File: src/rtl/kbd_pkg.sv
// Shared scan-code constants and state types for the PS/2 key decoder.
// Imported by key_decoder and kbd_idle_timer.
package kbd_pkg;

  localparam logic [7:0] SC_EXT   = 8'hE0;
  localparam logic [7:0] SC_BRK   = 8'hF0;
  localparam logic [7:0] SC_LEFT  = 8'h6B;
  localparam logic [7:0] SC_RIGHT = 8'h74;
  localparam logic [7:0] SC_ENTER = 8'h5A;
  localparam logic [7:0] SC_SPACE = 8'h29;

  typedef enum logic [1:0] {
    IDLE,
    EXT,
    BRK,
    EXT_BRK
  } kbd_st_t;

  typedef enum logic {
    LEFT,
    RIGHT
  } dir_t;

endpackage

File: src/rtl/kbd_idle_timer.sv
// Saturating idle counter: cleared by any received byte, done once LIMIT idle cycles pass.
// Used by key_decoder only when KEY_TIMEOUT_EN is defined.
module kbd_idle_timer
  import kbd_pkg::*;
#(
  parameter int LIMIT = 50_000_000
) (
  input  logic clk,
  input  logic reset,
  input  logic clear,
  output logic done
);

  localparam int CW = $clog2(LIMIT + 1);
  localparam logic [CW-1:0] LIM = CW'(LIMIT);

  logic [CW-1:0] r_count;

  // Hold at the limit so done stays asserted until the next byte arrives.
  always_ff @(posedge clk) begin
    if (reset) begin
      r_count <= '0;
    end else if (clear) begin
      r_count <= '0;
    end else if (r_count != LIM) begin
      r_count <= r_count + 1'b1;
    end
  end

  assign done = (r_count == LIM);

endmodule

File: config.mk
export PLATFORM = sky130hd
export DESIGN_NAME = kbd_idle_timer
export DESIGN_NICKNAME = d
export VERILOG_FILES = /design/src/rtl/kbd_pkg.sv /design/src/rtl/kbd_idle_timer.sv
export SDC_FILE = /design/constraint.sdc
export NUM_CORES = 1
export LEC_CHECK = 0
export CAP_MARGIN = 0
export CORE_ASPECT_RATIO = 0.8
export CORE_UTILIZATION = 40
export CTS_CLUSTER_SIZE = 12
export DETAILED_ROUTE_END_ITERATION = 6
export GPL_ROUTABILITY_DRIVEN = 0
export PLACE_DENSITY = 0.58
export SYNTH_ARGS = -nofsm -noshare
export SYNTH_HDL_FRONTEND = slang
export SYNTH_SLANG_ARGS = --single-unit
File: constraint.sdc
create_clock -name clk -period 4.4 [get_ports clk]
set_clock_uncertainty 0.15 [all_clocks]
set_input_delay 1.32 -clock clk [delete_from_list [all_inputs] [get_ports clk]]
set_output_delay 1.32 -clock clk [all_outputs]
set_load 0.005 [all_outputs]
==> impl_metrics.tcl, run 1 <==
set metrics [dict create \
    p_leak_nw 0.409 \
    r2r_setup_slack_ps 2280 \
    worstSetupPathType "reg -> out" \
    ys_seq_area_frac 0.402 \
    die_x_um 65.6 \
    syn_to_final_growth_pct 7.45 \
    numCtsBuffers 3 \
    finalHoldViolCount 0 \
    max_freq_mhz 293 \
    antenna-diode-count 0 \
    synth_compound_area_frac 0.133 \
    grt_max_degree 27 \
    cts_resized 0 \
    drive_gt1_frac 0.0530 \
    grt_overflow 0 \
    netlist_area_mm2 0.00129 \
    synth_fa_ha_area_frac 0.0193 \
    largest-register "r_count" \
    setup-violations-final 0 \
    synth_top_area_share 0.402 \
    ys_async_sr_fraction 0 \
    cp-start-kind "flop" \
    nFillCells 299 \
    cts.sinks 26 \
    timing.rr.start "r_count[2]" \
    period_minus_slack_ps 3410 \
    via_count 1094 \
    drv_slew 0 \
    grt_usage 0.175 \
    cp.arrival_ps 1940 \
    totalWireLength_mm 2.73 \
    yosysUniqueCellTypes 30 \
    initial_core_util 0.419 \
    synth_cells 151 \
    hold_class "reg -> reg" \
    dpl.hpwl_mm 1.95 \
    first_global_vias 952 \
    wl_per_cell_um 14.3 \
    required_ps 2930 \
    rsz0062_at_grt "no" \
    synth_common_cells "dfxtp_1, a21oi_1, nor2_1" \
    drc 0 \
    clk_latency_ps 270 \
    drtIter0Drc 82 \
    vdd.ir_drop.worst_mv 0.146 \
    dieArea_mm2 0.00347 \
    synth_xor_area_frac 0.0745 \
    drv_cap 0 \
    hold_buffers 0 \
    cts_tree "built" \
    largest_reg_flops 26 \
    synth_top_family_by_area "simple AND/OR/NAND/NOR gates" \
    hold_path_end "r_count[25]" \
    worst-path-max-fanout 6 \
    synthTopCellsByArea "dfxtp_1, a21oi_1, o31ai_1" \
    post_cts_buffers 0 \
    whs_path_depth 2 \
    status "complete, no violations" \
    rr_worst_depth 4 \
    synth-simple-area-share 0.326 \
    power.density_mw_per_mm2 288 \
    tightest_slew_ps 507 \
    drt_pass1_iterations 4 \
    num-nets-final 157 \
    utilization 0.451 \
    synth_flop_cell "dfxtp_1" \
    clk_pin_slew_ps 80 \
    yosys_warnings 0 \
    fp.dieH_um 52.9 \
    antenna_found_initial 0 \
    syn_nets 156 \
    design.core.area_mm2 0.00309 \
    row_count 18 \
    yosys_register_bits 26 \
    reg2reg_to "r_count[25]" \
    synth_most_common_cell "dfxtp_1" \
    timing.final.crit_share 0.775 \
    crit_path_end_kind "primary output" \
    drtAntennaViolNets 0 \
    port_buffers 3 \
    synth_mux_area_frac 0 \
    root_buffer "clkbuf_8" \
    cts_max_level 1 \
    synth_top_cell_by_area "dfxtp_1" \
    io_pins 4 \
    hold_start "r_count[25]" \
    avgSynthCellArea_um2 8.57 \
    tns_ps 0 \
    cts_buffer_depth 2 \
    synth_edf_count 0 \
    grt_pass1_wl_mm 4.60 \
    via_per_inst 5.73 \
    top_regs "r_count (26)" \
    slew_headroom 0.662 \
]
[power by group]
group	total [mW]	switching (mW)	internal, mW
registers	0.237	0.000892	0.236
logic	0.00939	0.00617	0.00322
clock network	0.154	0.0740	0.0800
[through the flow]
| step | hold WS [ps] | setup WS, ps | area (µm²) | total power, mW | cells |
|---|---|---|---|---|---|
| after floorplan | 298 | 1910 | 1290 | 0.248 | 151 |
| after global placement | 314 | 1290 | 1340 | 0.251 | 187 |
| after detailed placement | 323 | 1290 | 1340 | 0.252 | 187 |
| after CTS | 336 | 970 | 1390 | 0.404 | 191 |
| after global routing | 374 | 848 | 1390 | 0.416 | 191 |
| final | 333 | 989 | 1390 | 0.400 | 191 |
[layout make-up]
class / instances / area, µm² / area share
sequential: 26 / 520 / 0.374
clock buffer: 4 / 55.1 / 0.0396
inverter: 5 / 18.8 / 0.0135
tap: 40 / 50.0 / 0.0360
multi-input combinational: 113 / 716 / 0.515
timing repair buffer: 3 / 30.0 / 0.0216
[worst max-delay path by stage]
stage               start  endpoint  slack, ps
5_1_grt        r_count[0]      done        850
4_1_cts        r_count[0]      done        970
3_3_place_gp   r_count[3]      done       1290
6_report       r_count[0]      done        990
2_1_floorplan  r_count[2]      done       1910
3_5_place_dp   r_count[0]      done       1290
[kinds of logic after synthesis]
logic type	after synthesis
AND/OR/NAND/NOR	70
AO/OA/AOI/OAI	30
flip-flops	26
buffers and inverters	12
XOR/XNOR	11
adder cells (fa/ha/maj)	2
[critical path, stage by stage (launching register included)]
cell and delay (ps):
dfxtp_1 340, inv_1 100, ha_1 160, and4b_1 180
nand4_1 180, nor2_1 190, clkdlybuf4s50_1 520
[per-layer routing]
layer  GRT usage  wire length, µm  vias to the layer above  part of all wire
li1            -                -                      561                 -
met1       0.247             1430                      522              0.52
met2       0.266             1210                        9              0.44
met3      0.0539               68                        2             0.025
met4      0.0254               14                        0            0.0051
met5           0                0                        -                 0
[placed cells by master (no fill, tap or decap), types with 2 or more instances in the layout]
master,synthesis,final
dfxtp_1,26,26
nand3_1,8,8
o31ai_1,8,8
and4_1,3,3
xor2_1,6,6
and3_1,2,2
a21oi_1,14,14
or3_1,6,6
clkbuf_8,0,4
xnor2_1,5,5
o21ai_0,7,7
nor2_1,13,13
nor3_1,2,2
nand4_1,9,9
nand2_1,8,8
nor4_1,4,4
or4_1,8,8
ha_1,2,2
clkdlybuf4s50_1,0,3
inv_1,5,5
No activity file was read; power rests on OpenSTA's default activity.
==> inputs of run 2 (changes only) <==
- clock period: 4.4 -> 3.5 ns (I/O delays scaled with it)
==> run 2 against run 1 <==
Compared with the run above: sequential power is 26% higher; cell count did not move; sequential share of layout area did not move; first-iteration DRC count shrank 34%; clock-buffer cell count did not move; final area unchanged; critical path type unchanged; largest cell class unchanged.
==> impl_metrics.tcl, run 2 (same netlist as run 1, synthesis figures left out) <==
set metrics [dict create \
    status "complete, no violations" \
    hold_path_end "r_count[25]" \
    drv_slew 0 \
    setup-violations-final 0 \
    initial_core_util 0.419 \
    internal_power_uw 401 \
    cpPeakStageDelay_ps 520 \
    power.share.sequential 0.593 \
    cp-start-kind "flop" \
    finalHoldViolCount 0 \
    totalWireLength_mm 2.80 \
    cts_buffer_depth 2 \
    numCtsBuffers 3 \
    grt_overflow 0 \
    drive_gt1_frac 0.0530 \
    largest-register "r_count" \
    tns_ps 0 \
    slowest_stage "clkdlybuf4s50_1" \
    path_buf_inv 2 \
    final_common_cell "dfxtp_1" \
    die_x_um 65.6 \
    design.core.area_mm2 0.00309 \
    cts_resized 0 \
    hold_start "r_count[25]" \
    num-nets-final 157 \
    drtAntennaViolNets 0 \
    p_clk_frac 0.383 \
    final_cell_mix "dfxtp_1, a21oi_1, nor2_1, nand4_1" \
    rsz0062_at_grt "no" \
    clk_pin_slew_ps 90 \
    row_count 18 \
    whs_path_depth 2 \
    cp-startpoint "r_count[0]" \
    syn_to_final_growth_pct 7.45 \
    r2r_setup_slack_ps 1390 \
    fin_area_mm2 0.00139 \
    totalPowerFinal_uw 502 \
    cp_top_family "buffers and inverters" \
    tightest_slew_ps 528 \
    first_global_vias 942 \
    hold_ws_ps 332 \
    via_per_inst 5.81 \
    post_cts_buffers 0 \
    crit_path_end_kind "primary output" \
    required_ps 2300 \
    grt_pass1_wl_mm 4.61 \
    crit_chain "inv_1 -> ha_1 -> and4b_1 -> nand4_1 -> nor2_1 -> clkdlybuf4s50_1" \
    max_freq_mhz 318 \
    place_ws_ps 650 \
    worst-path-max-fanout 6 \
    cts_max_level 1 \
    dieArea_mm2 0.00347 \
    vdd.ir_drop.worst_mv 0.211 \
    grt_usage 0.176 \
    switching_share 0.201 \
    port_buffers 3 \
    worstSetupPathDepth 6 \
    hold_buffers 0 \
    drt_pass1_iterations 4 \
    io_pins 4 \
    antenna-diode-count 0 \
    dpl_cell_area_mm2 0.00134 \
    via_count 1110 \
    dpl.hpwl_mm 1.96 \
    antenna_found_initial 0 \
    cts_tree "built" \
    timing.final.crit_share 0.899 \
    largest_reg_flops 26 \
    wl_per_cell_um 14.7 \
    timing.rr.start "r_count[2]" \
    period_minus_slack_ps 3150 \
    comb_power_share 0.024 \
    cts.sinks 26 \
    worstSetupPathType "reg -> out" \
    root_buffer "clkbuf_8" \
    fp.dieH_um 52.9 \
    power.density_mw_per_mm2 361 \
    p_switching_uw 101 \
    drtIter0Drc 54 \
    rr_worst_depth 4 \
    grt_max_degree 27 \
    setup_ws_ps 354 \
    cp.arrival_ps 1950 \
    hold_class "reg -> reg" \
    drc 0 \
    p_leak_nw 0.409 \
    clk_latency_ps 270 \
    drv_cap 0 \
    reg2reg_to "r_count[25]" \
    top_regs "r_count (26)" \
    slew_headroom 0.648 \
]
-- run 2: cell counts in the layout (fill, tap and decap cells not counted) --
Identical to the previous run, type by type.
-- run 2: layer usage --
| metal | global-route usage | share of wire | up-vias | wire (µm) |
|---|---|---|---|---|
| met5 | 0 | 0 | - | 0 |
| met4 | 0.0217 | 0.0078 | 0 | 22 |
| met3 | 0.0453 | 0.026 | 6 | 73 |
| met2 | 0.273 | 0.44 | 13 | 1230 |
| met1 | 0.251 | 0.53 | 529 | 1470 |
| li1 | - | - | 562 | - |
-- run 2: worst max-delay path by stage --
stage | end
after global placement | done
after floorplan | done
final | done
after detailed placement | done
after global routing | done
after CTS | done
-- run 2: metrics by stage --
stage,util,std cells
final,0.451,191
after global routing,0.451,191
after CTS,0.451,191
after detailed placement,0.433,187
after global placement,0.433,187
after floorplan,-,151
-- run 2: layout make-up --
class | instances | area, µm²
fill | 304 | 1700
multi-input combinational | 113 | 716
sequential | 26 | 520
clock buffer | 4 | 55.1
tap | 40 | 50.0
timing repair buffer | 3 | 30.0
inverter | 5 | 18.8
-- run 2: worst register-to-register path, stage by stage (launching register included) --
cell and delay (ps):
dfxtp_1 470, and4_1 410, nand4_2 310, or4_1 570, a21oi_1 140
-- run 2: power groups by stage --
stage          combinational, mW  clock (mW)  sequential [mW]
2_1_floorplan            0.00757           0            0.304
5_1_grt                   0.0135       0.209            0.298
6_report                  0.0121       0.192            0.298
3_5_place_dp              0.0121           0            0.305
3_3_place_gp              0.0112           0            0.305
4_1_cts                   0.0122       0.198            0.298
